`src/rtl/div3_pkg.sv`:
```
// ============================================================================
// Module  : div3_pkg
// Brief   : Shared types and the radix-2/radix-4 divide-by-3 digit function.
//           Macro DIV3_RADIX4_EN selects 2 dividend bits per digit step.
// Revision: 1.0
// ============================================================================
`default_nettype none

package div3_pkg;

    typedef enum logic [1:0] {
        IDLE = 2'd0,
        RUN  = 2'd1,
        DONE = 2'd2
    } state_t;

    typedef logic [1:0] rem_t;

    localparam rem_t REM0 = 2'd0;
    localparam rem_t REM1 = 2'd1;
    localparam rem_t REM2 = 2'd2;

`ifdef DIV3_RADIX4_EN
    localparam int c_digit_w = 2;
`else
    localparam int c_digit_w = 1;
`endif

    // Returns {q, rem}; t = rem*2^c_digit_w + bits never exceeds 11.
    function automatic logic [c_digit_w+1:0] div3_digit(input rem_t rem,
                                                        input logic [c_digit_w-1:0] bits);
        logic [3:0] t;
        logic [3:0] m;
        logic [1:0] q;
        rem_t       r;
        r = (rem == 2'd3) ? REM0 : rem;
        t = 4'({r, bits});
        if (t >= 4'd9)      q = 2'd3;
        else if (t >= 4'd6) q = 2'd2;
        else if (t >= 4'd3) q = 2'd1;
        else                q = 2'd0;
        m = 4'({q, 1'b0}) + 4'(q);
        r = rem_t'(t - m);
        return {q[c_digit_w-1:0], r};
    endfunction

endpackage

`default_nettype wire

```
`src/rtl/div3_step.sv`:
```
// ============================================================================
// Module  : div3_step
// Brief   : One combinational divide-by-3 digit step (width set by DIV3_RADIX4_EN).
// Revision: 1.0
// ============================================================================
`default_nettype none

module div3_step
    import div3_pkg::*;
(
    input  rem_t                 rem_in,
    input  logic [c_digit_w-1:0] bits_in,
    output logic [c_digit_w-1:0] q,
    output rem_t                 rem_out
);

    logic [c_digit_w+1:0] w_res;

    assign w_res   = div3_digit(rem_in, bits_in);
    assign q       = w_res[c_digit_w+1:2];
    assign rem_out = w_res[1:0];

endmodule

`default_nettype wire

```
`src/rtl/div3_serial.sv`:
```
// ============================================================================
// Module  : div3_serial
// Brief   : Bit-serial MSB-first unsigned divide-by-3 with valid/ready ports.
//           Macro DIV3_RADIX4_EN consumes 2 bits per cycle (DATA_W must be even).
// Revision: 1.0
// ============================================================================
`default_nettype none

module div3_serial
    import div3_pkg::*;
#(
    parameter int DATA_W = 8
)
(
    input  logic              clk,
    input  logic              rst,
    input  logic              in_valid,
    output logic              in_ready,
    input  logic [DATA_W-1:0] in_data,
    output logic              out_valid,
    input  logic              out_ready,
    output logic [DATA_W-1:0] out_quot,
    output logic [1:0]        out_rem,
    output logic              out_div
);

    localparam int c_steps = DATA_W / c_digit_w;
    localparam int c_cnt_w = $clog2(DATA_W) + 1;

    generate
        if (DATA_W < 2) begin : g_bad_width
            $error("div3_serial: DATA_W must be >= 2");
        end
`ifdef DIV3_RADIX4_EN
        if (DATA_W % 2 != 0) begin : g_odd_width
            $error("div3_serial: DATA_W must be even when DIV3_RADIX4_EN is defined");
        end
`endif
    endgenerate

    state_t               r_state;
    state_t               w_state_nxt;
    logic [DATA_W-1:0]    r_shift;
    logic [DATA_W-1:0]    r_quot;
    rem_t                 r_rem;
    logic [c_cnt_w-1:0]   r_cnt;
    logic [DATA_W-1:0]    r_out_quot;
    rem_t                 r_out_rem;
    logic                 r_out_div;

    logic                 w_last;
    logic [c_digit_w-1:0] w_bits;
    logic [c_digit_w-1:0] w_q;
    rem_t                 w_rem_nxt;
    logic [DATA_W-1:0]    w_quot_nxt;

    assign w_last     = (r_cnt == c_cnt_w'(1));
    assign w_bits     = r_shift[DATA_W-1 -: c_digit_w];
    assign w_quot_nxt = (r_quot << c_digit_w) | DATA_W'(w_q);

    div3_step u_step (
        .rem_in  (r_rem),
        .bits_in (w_bits),
        .q       (w_q),
        .rem_out (w_rem_nxt)
    );

    always_ff @(posedge clk) begin
        if (rst) r_state <= IDLE;
        else     r_state <= w_state_nxt;
    end

    always_comb begin
        w_state_nxt = r_state;
        case (r_state)
            IDLE:    if (in_valid)  w_state_nxt = RUN;
            RUN:     if (w_last)    w_state_nxt = DONE;
            DONE:    if (out_ready) w_state_nxt = IDLE;
            default:                w_state_nxt = IDLE;
        endcase
    end

    // Result registers load only on the final digit, so they hold through DONE.
    always_ff @(posedge clk) begin
        if (rst) begin
            r_shift    <= '0;
            r_quot     <= '0;
            r_rem      <= REM0;
            r_cnt      <= '0;
            r_out_quot <= '0;
            r_out_rem  <= REM0;
            r_out_div  <= 1'b0;
        end else begin
            case (r_state)
                IDLE: begin
                    if (in_valid) begin
                        r_shift <= in_data;
                        r_quot  <= '0;
                        r_rem   <= REM0;
                        r_cnt   <= c_cnt_w'(c_steps);
                    end
                end
                RUN: begin
                    r_shift <= r_shift << c_digit_w;
                    r_quot  <= w_quot_nxt;
                    r_rem   <= w_rem_nxt;
                    r_cnt   <= r_cnt - c_cnt_w'(1);
                    if (w_last) begin
                        r_out_quot <= w_quot_nxt;
                        r_out_rem  <= w_rem_nxt;
                        r_out_div  <= (w_rem_nxt == REM0);
                    end
                end
                default: ;
            endcase
        end
    end

    assign in_ready  = (r_state == IDLE);
    assign out_valid = (r_state == DONE);
    assign out_quot  = r_out_quot;
    assign out_rem   = r_out_rem;
    assign out_div   = r_out_div;

endmodule

`default_nettype wire
```
`config.mk`:
```
export PLATFORM = sky130hd
export DESIGN_NAME = div3_serial
export DESIGN_NICKNAME = d
export VERILOG_FILES = /design/src/rtl/div3_pkg.sv /design/src/rtl/div3_step.sv /design/src/rtl/div3_serial.sv
export SDC_FILE = /design/constraint.sdc
export NUM_CORES = 1
export LEC_CHECK = 0
export CAP_MARGIN = 5
export CELL_PAD_IN_SITES_DETAIL_PLACEMENT = 0
export CELL_PAD_IN_SITES_GLOBAL_PLACEMENT = 1
export CORE_MARGIN = 2
export CORE_UTILIZATION = 43
export CTS_BUF_LIST = sky130_fd_sc_hd__clkbuf_8
export DETAILED_ROUTE_END_ITERATION = 12
export GPL_ROUTABILITY_DRIVEN = 0
export PLACE_DENSITY_LB_ADDON = 0.1
export SLEW_MARGIN = 20
export SYNTH_ARGS = -nofsm -noshare
export SYNTH_HDL_FRONTEND = slang
export SYNTH_SLANG_ARGS = --single-unit
```
`constraint.sdc`:
```
create_clock -name clk -period 3.56 [get_ports clk]
set_input_delay 0.712 -clock clk [delete_from_list [all_inputs] [get_ports clk]]
set_output_delay 0.712 -clock clk [all_outputs]
set_load 0.05 [all_outputs]
```
==> flow_metrics.env <==
export IMPL_tightest_slew_ps=722.1
export IMPL_timing_final_crit_period_ps=2628
export IMPL_nFillCells=326
export IMPL_ys_seq_area_share_pct=46.82
export IMPL_reg2reg_depth=4
export IMPL_drc=0
export IMPL_grt_overflow=0
export IMPL_vdd_drop_max_mv=0.2573
export IMPL_maxSlewViolCount=0
export IMPL_grt_pass1_vias=1185
export IMPL_critPathKind="reg2out"
export IMPL_antenna_found_initial=0
export IMPL_yosys_cell_types_count=26
export IMPL_leakagePower_nw=0.6740
export IMPL_root_buffer="clkbuf_8"
export IMPL_num_rows=21
export IMPL_grt_use_total_pct=17.10
export IMPL_worstPathRequired_ps=2850
export IMPL_crit_path_end="out_valid"
export IMPL_final_common_cell="dfxtp_1"
export IMPL_die_x_um=62.15
export IMPL_drt_iter0_markers=55
export IMPL_initial_core_util_pct=44.27
export IMPL_clockBufferDepth=2
export IMPL_ys_warnings_count=0
export IMPL_path_clk_slew_ps=60
export IMPL_htreeDepth=2
export IMPL_synth_cells=171
export IMPL_multi_input_area_um2=698.2
export IMPL_finalSetupTns_ps=0
export IMPL_cts_hold_buf=0
export IMPL_cts_resized=0
export IMPL_cts_buffers=5
export IMPL_ios=25
export IMPL_cp_startpoint="r_state[0]"
export IMPL_drive_above_1_share_pct=9.845
export IMPL_routed_wl_um=2880
export IMPL_vias=1224
export IMPL_reg2reg_slack_ps=1460
export IMPL_dp_slack_ps=1219
export IMPL_core_area_mm2=0.003284
export IMPL_cellPowerDensity_mw_per_mm2=462.3
export IMPL_area_growth_synth_to_final_pct=25.47
export IMPL_grt_first_pass_wirelength_um=5368
export IMPL_drt_wirelength_per_cell_um=12.05
export IMPL_syn_num_nets=186
export IMPL_maxSlewHeadroom_pct=51.76
export IMPL_n_antenna_cell=0
export IMPL_dieHeight_um=62.15
export IMPL_finalHoldViolCount=0
export IMPL_min_period_over_period_pct=73.81
export IMPL_ys_ff_latch=34
export IMPL_first_pass_iters=4
export IMPL_io_buffers=24
export IMPL_grt_max_degree=24
export IMPL_dieArea_mm2=0.003862
export IMPL_syn_avg_cell_area_um2=8.502
export IMPL_cts_setup_buffers=0
export IMPL_finalClockSkew_ps=2.513
export IMPL_hp_class="reg2reg"
export IMPL_ant_nets=0
export IMPL_status="completed"
export IMPL_nNetsFinal=207
export IMPL_final_seq_area_um2=680.7
export IMPL_cts_tree="built"
export IMPL_worst_ep_arrival_time_ps=1920
export IMPL_end_kind="output port"
export IMPL_cts_sinks=34
export IMPL_setup_viol=0
export IMPL_netlist_area_mm2=0.001454
export IMPL_rr_startpoint="r_state[0]"
export IMPL_rsz0062_at_grt="false"
export IMPL_drv_cap=0
export IMPL_worst_slack_ps=932.5
export IMPL_mostFrequentLayoutCells="dfxtp_1, nor2_1, clkdlybuf4s50_1, a21oi_1, nand2_1"
export IMPL_viasPerCell=5.121
export IMPL_crit_fanout=23
export IMPL_clock_latency_ps=280
export IMPL_clock_fmax_mhz=380.6
export IMPL_critPathLaunchType="flop"
export IMPL_hpwl_um=1995
export IMPL_r2r_end="out_div"
[layout make-up]
cell class / count / area share [%]
repair buffers: 26 / 13.99
multi-input cells: 119 / 38.27
flip-flops and latches: 34 / 37.31
clock buffers: 8 / 6.036
well taps: 46 / 3.155
inverters: 6 / 1.235
[stage by stage]
stage / area [um^2] / hold WS, ps / cells / total power, mW / utilization [%]
floorplan: 1454 / 432.3 / 171 / 0.4936 / -
global placement: 1714 / 442.5 / 231 / 0.5210 / 52.19
detailed placement: 1714 / 451.1 / 231 / 0.5244 / 52.19
CTS: 1824 / 457.4 / 239 / 0.8546 / 55.54
global route: 1824 / 493.8 / 239 / 0.8841 / 55.54
finish: 1824 / 456.9 / 239 / 0.8434 / 55.54
[power by group]
group / switching, mW / leakage, nW / internal (mW)
clock network: 0.133 / 0.0575 / 0.195
logic: 0.0531 / 0.339 / 0.0488
registers: 0.0165 / 0.277 / 0.397
total: 0.202 / 0.674 / 0.641
[worst min path at each step]
stage,to,cells after the start,slack (ps),from
after floorplan,out_quot[7],2,430,r_quot[6]
final,out_quot[4],2,460,out_quot[4]
after CTS,out_quot[4],2,460,out_quot[4]
after detailed placement,out_quot[4],2,450,out_quot[4]
after global routing,out_quot[5],2,490,out_quot[5]
after global placement,out_quot[6],2,440,out_quot[6]
[layer usage]
| metal | share of wire, % | global-route usage, % |
|---|---|---|
| met4 | 1.4 | 5.833 |
| met5 | 0 | 0 |
| met3 | 3.3 | 5.797 |
| met2 | 44 | 27.72 |
| met1 | 51 | 21.32 |
[sequential cells by signal, summed over array words and instances, names as in the netlist]
name,flops
r_cnt,4
r_shift,8
r_rem,2
r_quot,7
r_state,2
out_quot,8
out_rem,2
out_div,1
[synth_stat cells, drive strengths merged]
master / n / share of area (%)
or3: 1 / 0.77
o21ai: 2 / 0.69
nor2b: 10 / 4.3
a22oi: 9 / 4.6
nor3b: 2 / 1.0
buf: 6 / 2.1
clkbuf: 6 / 1.5
and4bb: 1 / 0.86
a21oi: 20 / 6.9
nand2b: 5 / 2.2
clkinv: 1 / 0.26
nor3: 3 / 1.0
dfxtp: 34 / 47
or2: 1 / 0.43
ha: 3 / 2.6
o221a: 7 / 5.4
a31o: 1 / 0.60
nor2: 28 / 7.2
a211oi: 2 / 1.0
o31ai: 1 / 0.52
inv: 5 / 1.3
nand2: 16 / 4.1
mux2: 1 / 0.77
nand3: 2 / 0.69
nand3b: 3 / 1.5
a2111oi: 1 / 0.69
[worst max-delay path, cell delays in order (launching register included)]
cell and delay, ps:
dfxtp_1 760, nor2b_1 140, clkdlybuf4s50_1 730
[kinds of logic after synthesis]
logic type,Yosys count,share of synthesized area [%]
AOI/OAI and AO/OA,43,20.48
adders and majority gates,3,2.582
buffers and inverters,18,5.163
DFF,34,46.82
muxes,1,0.7745
and+or+nand+nor,72,24.18
(Power assumes the default switching activity.)
